### src/rtl/spi_controller_pkg.sv
// Shared types for the display SPI master: request modes, FSM states and
// the per-mode transmit/read bit counts.
package spi_types;

  typedef enum logic [1:0] {
    WRITE_8         = 2'd0,
    WRITE_16        = 2'd1,
    WRITE_8_READ_8  = 2'd2,
    WRITE_8_READ_24 = 2'd3
  } spi_mode_t;

  typedef enum logic [2:0] {
    S_IDLE    = 3'd0,
    S_TX_LOW  = 3'd1,
    S_TX_HIGH = 3'd2,
    S_RX_LOW  = 3'd3,
    S_RX_HIGH = 3'd4,
    S_DONE    = 3'd5
  } spi_state_t;

  localparam logic [4:0] TX_BITS_8  = 5'd8;
  localparam logic [4:0] TX_BITS_16 = 5'd16;
  localparam logic [4:0] RX_BITS_0  = 5'd0;
  localparam logic [4:0] RX_BITS_8  = 5'd8;
  localparam logic [4:0] RX_BITS_24 = 5'd24;

  function automatic logic [4:0] tx_bits(input spi_mode_t m);
    return (m == WRITE_16) ? TX_BITS_16 : TX_BITS_8;
  endfunction

  function automatic logic [4:0] rx_bits(input spi_mode_t m);
    case (m)
      WRITE_8_READ_8:  return RX_BITS_8;
      WRITE_8_READ_24: return RX_BITS_24;
      default:         return RX_BITS_0;
    endcase
  endfunction

endpackage

### src/rtl/spi_controller.sv
// Mode-0 SPI master for the display port: one 8/16-bit write per handshake,
// optionally followed by an 8 or 24 bit read returned on o_data.
module spi_controller
  import spi_types::*;
#(
  parameter int CLK_DIV = 2
) (
  input  logic        clk,
  input  logic        rstb,
  input  logic        i_valid,
  output logic        i_ready,
  input  logic [1:0]  i_mode,
  input  logic [23:0] i_data,
  output logic        o_valid,
  output logic [23:0] o_data,
  output logic        spi_csb,
  output logic        spi_clk,
  output logic        spi_mosi,
  input  logic        spi_miso
);

  localparam int PW = $clog2(CLK_DIV + 1);
  localparam logic [PW-1:0] PHASE_LAST = PW'(CLK_DIV - 1);

  spi_state_t      state;
  spi_state_t      state_nx;
  spi_mode_t       mode_in;
  logic [PW-1:0]   phase_cnt;
  logic [4:0]      bit_cnt;
  logic [4:0]      rx_cnt;
  logic [15:0]     shreg;
  logic            phase_end;
  logic            last_bit;
  logic            handshake;
  logic            unused_data;

  assign mode_in     = spi_mode_t'(i_mode);
  assign phase_end   = (phase_cnt == '0);
  assign last_bit    = (bit_cnt == 5'd0);
  assign handshake   = i_valid && (state == S_IDLE);
  assign unused_data = ^i_data[23:16];

  always_ff @(posedge clk) begin
    if (!rstb) state <= S_IDLE;
    else       state <= state_nx;
  end

  always_comb begin
    state_nx = state;
    case (state)
      S_IDLE:    if (i_valid) state_nx = S_TX_LOW;
      S_TX_LOW:  if (phase_end) state_nx = S_TX_HIGH;
      S_TX_HIGH: begin
        if (phase_end) begin
          if (!last_bit)            state_nx = S_TX_LOW;
          else if (rx_cnt != 5'd0)  state_nx = S_RX_LOW;
          else                      state_nx = S_DONE;
        end
      end
      S_RX_LOW:  if (phase_end) state_nx = S_RX_HIGH;
      S_RX_HIGH: if (phase_end) state_nx = last_bit ? S_DONE : S_RX_LOW;
      S_DONE:    state_nx = S_IDLE;
      default:   state_nx = S_IDLE;
    endcase
  end

  always_comb begin
    i_ready  = 1'b0;
    o_valid  = 1'b0;
    spi_csb  = 1'b1;
    spi_clk  = 1'b0;
    spi_mosi = 1'b0;
    case (state)
      S_IDLE:    i_ready = 1'b1;
      S_TX_LOW:  begin spi_csb = 1'b0; spi_mosi = shreg[15]; end
      S_TX_HIGH: begin spi_csb = 1'b0; spi_mosi = shreg[15]; spi_clk = 1'b1; end
      S_RX_LOW:  spi_csb = 1'b0;
      S_RX_HIGH: begin spi_csb = 1'b0; spi_clk = 1'b1; end
      S_DONE:    o_valid = 1'b1;
      default:   ;
    endcase
  end

  // Phase/bit counters and the receive shifter; the phase counter is
  // preloaded while idle so the first LOW phase is a full CLK_DIV cycles.
  always_ff @(posedge clk) begin
    if (!rstb) begin
      phase_cnt <= '0;
      bit_cnt   <= 5'd0;
      rx_cnt    <= 5'd0;
      o_data    <= 24'd0;
    end else begin
      if (state == S_IDLE) begin
        phase_cnt <= PHASE_LAST;
        if (i_valid) begin
          bit_cnt <= tx_bits(mode_in) - 5'd1;
          rx_cnt  <= rx_bits(mode_in);
          o_data  <= 24'd0;
        end
      end else if (phase_end) begin
        phase_cnt <= PHASE_LAST;
      end else begin
        phase_cnt <= phase_cnt - 1'b1;
      end
      if (phase_end && state == S_TX_HIGH)
        bit_cnt <= last_bit ? rx_cnt - 5'd1 : bit_cnt - 5'd1;
      if (phase_end && state == S_RX_HIGH) begin
        bit_cnt <= bit_cnt - 5'd1;
        o_data  <= {o_data[22:0], spi_miso};
      end
    end
  end

  // Transmit word is MSB-aligned so spi_mosi is always shreg[15].
  always_ff @(posedge clk) begin
    if (handshake)
      shreg <= (mode_in == WRITE_16) ? i_data[15:0] : {i_data[7:0], 8'h00};
    else if (state == S_TX_HIGH && phase_end)
      shreg <= {shreg[14:0], 1'b0};
  end

endmodule
### config.mk
export PLATFORM = sky130hd
export DESIGN_NAME = spi_controller
export DESIGN_NICKNAME = d
export VERILOG_FILES = /design/src/rtl/spi_controller_pkg.sv /design/src/rtl/spi_controller.sv
export SDC_FILE = /design/constraint.sdc
export NUM_CORES = 1
export LEC_CHECK = 0
export ABC_CLOCK_PERIOD_IN_PS = 2300
export BUFFER_PORTS_ARGS = -buffer_cell sky130_fd_sc_hd__buf_2
export CORE_UTILIZATION = 47
export DETAILED_ROUTE_END_ITERATION = 10
export GPL_ROUTABILITY_DRIVEN = 0
export MAX_ROUTING_LAYER = met4
export PLACE_DENSITY = 0.81
export RECOVER_POWER = 25
export SLEW_MARGIN = 20
export SYNTH_ARGS = -nofsm -noshare
export SYNTH_HDL_FRONTEND = slang
export SYNTH_SLANG_ARGS = --single-unit
### constraint.sdc
create_clock -name clk -period 2.3 [get_ports clk]
set_input_delay 0.575 -clock clk [delete_from_list [all_inputs] [get_ports clk]]
set_output_delay 0.575 -clock clk [all_outputs]
set_load 0.02 [all_outputs]
==> metrics.yaml <==
sta:
  timing.slew.headroom_pct: 40.39
  rsz0062_at_grt: "no"
  hold_viol: 0
  slew_violations: 0
  tightest_slew_ns: 0.8941
  setup_viol: 0
  skew_ns: 0.01147
  fmax_mhz: 467.5
  setup_tns_ns: 0
  min_period_over_period_pct: 93.01
  period_minus_slack_ns: 2.139
worst_setup_path:
  rr_worst_depth: 7
  critPathArrivalTime_ns: 1.56
  crit_required_ns: 1.73
  path_class: "register to output port"
  startpoint_type: "register"
  slowest_stage: "dfxtp_1"
  cp_max_fo: 16
  cp-end-kind: "output port"
  path_cells: "nor3_1, buf_2"
  slowest_delay_ns: 0.50
floorplan:
  io_pins: 59
  die_h_um: 72.86
  core_area_sq_um: 4786
  start_util_pct: 49.31
  rows: 25
  die_area_sq_um: 5308
  dieWidth_um: 72.86
synthesis:
  synth-async-reset-ratio_pct: 0
  yosys.area.top_type: "dfxtp_1"
  yosys-top-cells-area: "dfxtp_1 31%, edfxtp_1 20%, nand2_1 8.1%"
  ys_warn_count: 0
  ys.flop_type: "dfxtp_1"
  synth_area_sq_um: 2360
  synth_nets: 303
  avgSynthCellArea_sq_um: 8.740
  synth-edff-count: 16
  yosysSeqAreaShare_pct: 50.90
  syn_inst: 270
  ys_seq_elements: 52
  synth.distinct_cells: 38
  synth_top_area_share_pct: 30.54
clock_network:
  clkLatencyLatePin_ns: 0.31
  cts_buffers: 5
  cts_tree: "yes"
  clockBufferDepth: 2
  clock-sinks: 52
  clkTransAtPathRegs_ns: 0.09
  cts-root-buf: "clkbuf_8"
  postCtsSetupBuffers: 0
  cts_resized: 0
  holdBufCountCts: 0
  htreeDepth: 2
finish:
  diodes: 0
  area_growth_pct: 16.33
  fin_area_sq_um: 2745
  layout-drive-gt1-share_pct: 15.56
  layout_common_cells: "51 x nand2_1, 36 x dfxtp_1, 34 x a21oi_1"
  final_nets: 347
  mostFrequentLayoutCell: "nand2_1"
route:
  drtIter0Drc: 107
  drtPass1Iterations: 4
  vias: 2011
  drc: 0
  post_drt_wl_per_cell_um: 12.61
  routed_via_density: 5.264
  ant_nets: 0
  wirelength_um: 4816
placement:
  dp_hpwl_um: 3327
  dpl_cell_area_sq_um: 2678
  port_buffers: 50
worst_hold_path:
  min_path_cells: 1
  hp-class: "register to register"
power:
  power.density_nw_per_um2: 708.2
  leakage_nw: 1.028
  ir_worst_vdd_mv: 0.4684
grt:
  antenna_found_initial: 0
  grt_max_degree: 27
  track_usage_pct: 20.04
  grt_pass1_wl_um: 8010
  overflow: 0
  grt_pass1_vias: 1827
job:
  maxCapViolations: 0
outcome:
  outcome: "completed"
sequential cells by signal, indices dropped and copies added (netlist names):
signal	flops
rx_cnt	2
state	3
bit_cnt	5
shreg	16
phase_cnt	2
o_data	24
worst paths after layout:
| path | from | endpoint | slack (ns) |
|---|---|---|---|
| setup / recovery | state[0] | i_ready | 0.16 |
| hold / removal | phase_cnt[0] | phase_cnt[0] | 0.45 |
| setup reg to reg | bit_cnt[0] | bit_cnt[3] | 0.21 |
| hold reg to reg | phase_cnt[0] | phase_cnt[0] | 0.45 |
per-layer routing:
layer	up-vias	global-route usage (%)	wire [um]
li1	1028	-	-
met4	0	6.972	71
met5	-	-	0
met1	941	25.66	2244
met3	7	4.834	199
met2	35	31.05	2300
power breakdown:
group          switching (mW)  total [mW]  internal (mW)
sequential             0.0415        1.07           1.03
combinational           0.206       0.335          0.129
clock                   0.318       0.540          0.222
area by class of cell:
cell class | count | area (sq um)
fillers | 450 | 2041
flip-flops and latches | 52 | 1201
multi-input cells | 188 | 1049
repair buffers | 58 | 282.8
well taps | 67 | 83.83
clock buffers | 5 | 68.82
inverters | 9 | 33.78
clock inverters | 3 | 26.28
synth_stat cells (3+ instances only):
library cell / number
a21oi_1: 34
nand3_1: 33
edfxtp_1: 16
nor3b_1: 4
ha_1: 3
and3_1: 3
nand2_1: 51
nor2_1: 12
nor3_1: 3
o21ai_0: 4
clkbuf_1: 18
inv_1: 8
dfxtp_1: 36
a211oi_1: 3
o21ai_1: 8
mux2i_1: 10
worst max-delay path: cells and delay by family (launching register included):
kind,cells,cell delay (ns)
DFF,1,0.50
and+or+nand+nor,1,0.49
buffers and inverters,1,0.27
cells by family after synthesis:
| group | Yosys count | synth area share [%] |
|---|---|---|
| fa+ha+maj | 3 | 1.591 |
| buf+inv | 30 | 4.878 |
| compound gates | 56 | 13.89 |
| simple gates | 116 | 23.38 |
| mux | 10 | 4.242 |
| flops | 52 | 50.90 |
| xor+xnor | 3 | 1.114 |
metrics by stage:
stage,worst slack (ns),hold slack [ns],instances,utilization [%],total power [mW]
2_1_floorplan,0.06311,0.4083,270,-,1.325
3_3_place_gp,0.2474,0.4193,374,55.95,1.412
3_5_place_dp,0.2247,0.4345,374,55.95,1.426
4_1_cts,0.1585,0.4483,382,57.93,1.961
5_1_grt,0.03180,0.4726,382,57.36,2.039
6_report,0.1607,0.4495,382,57.36,1.944
Power figures use the tool's default switching activity.
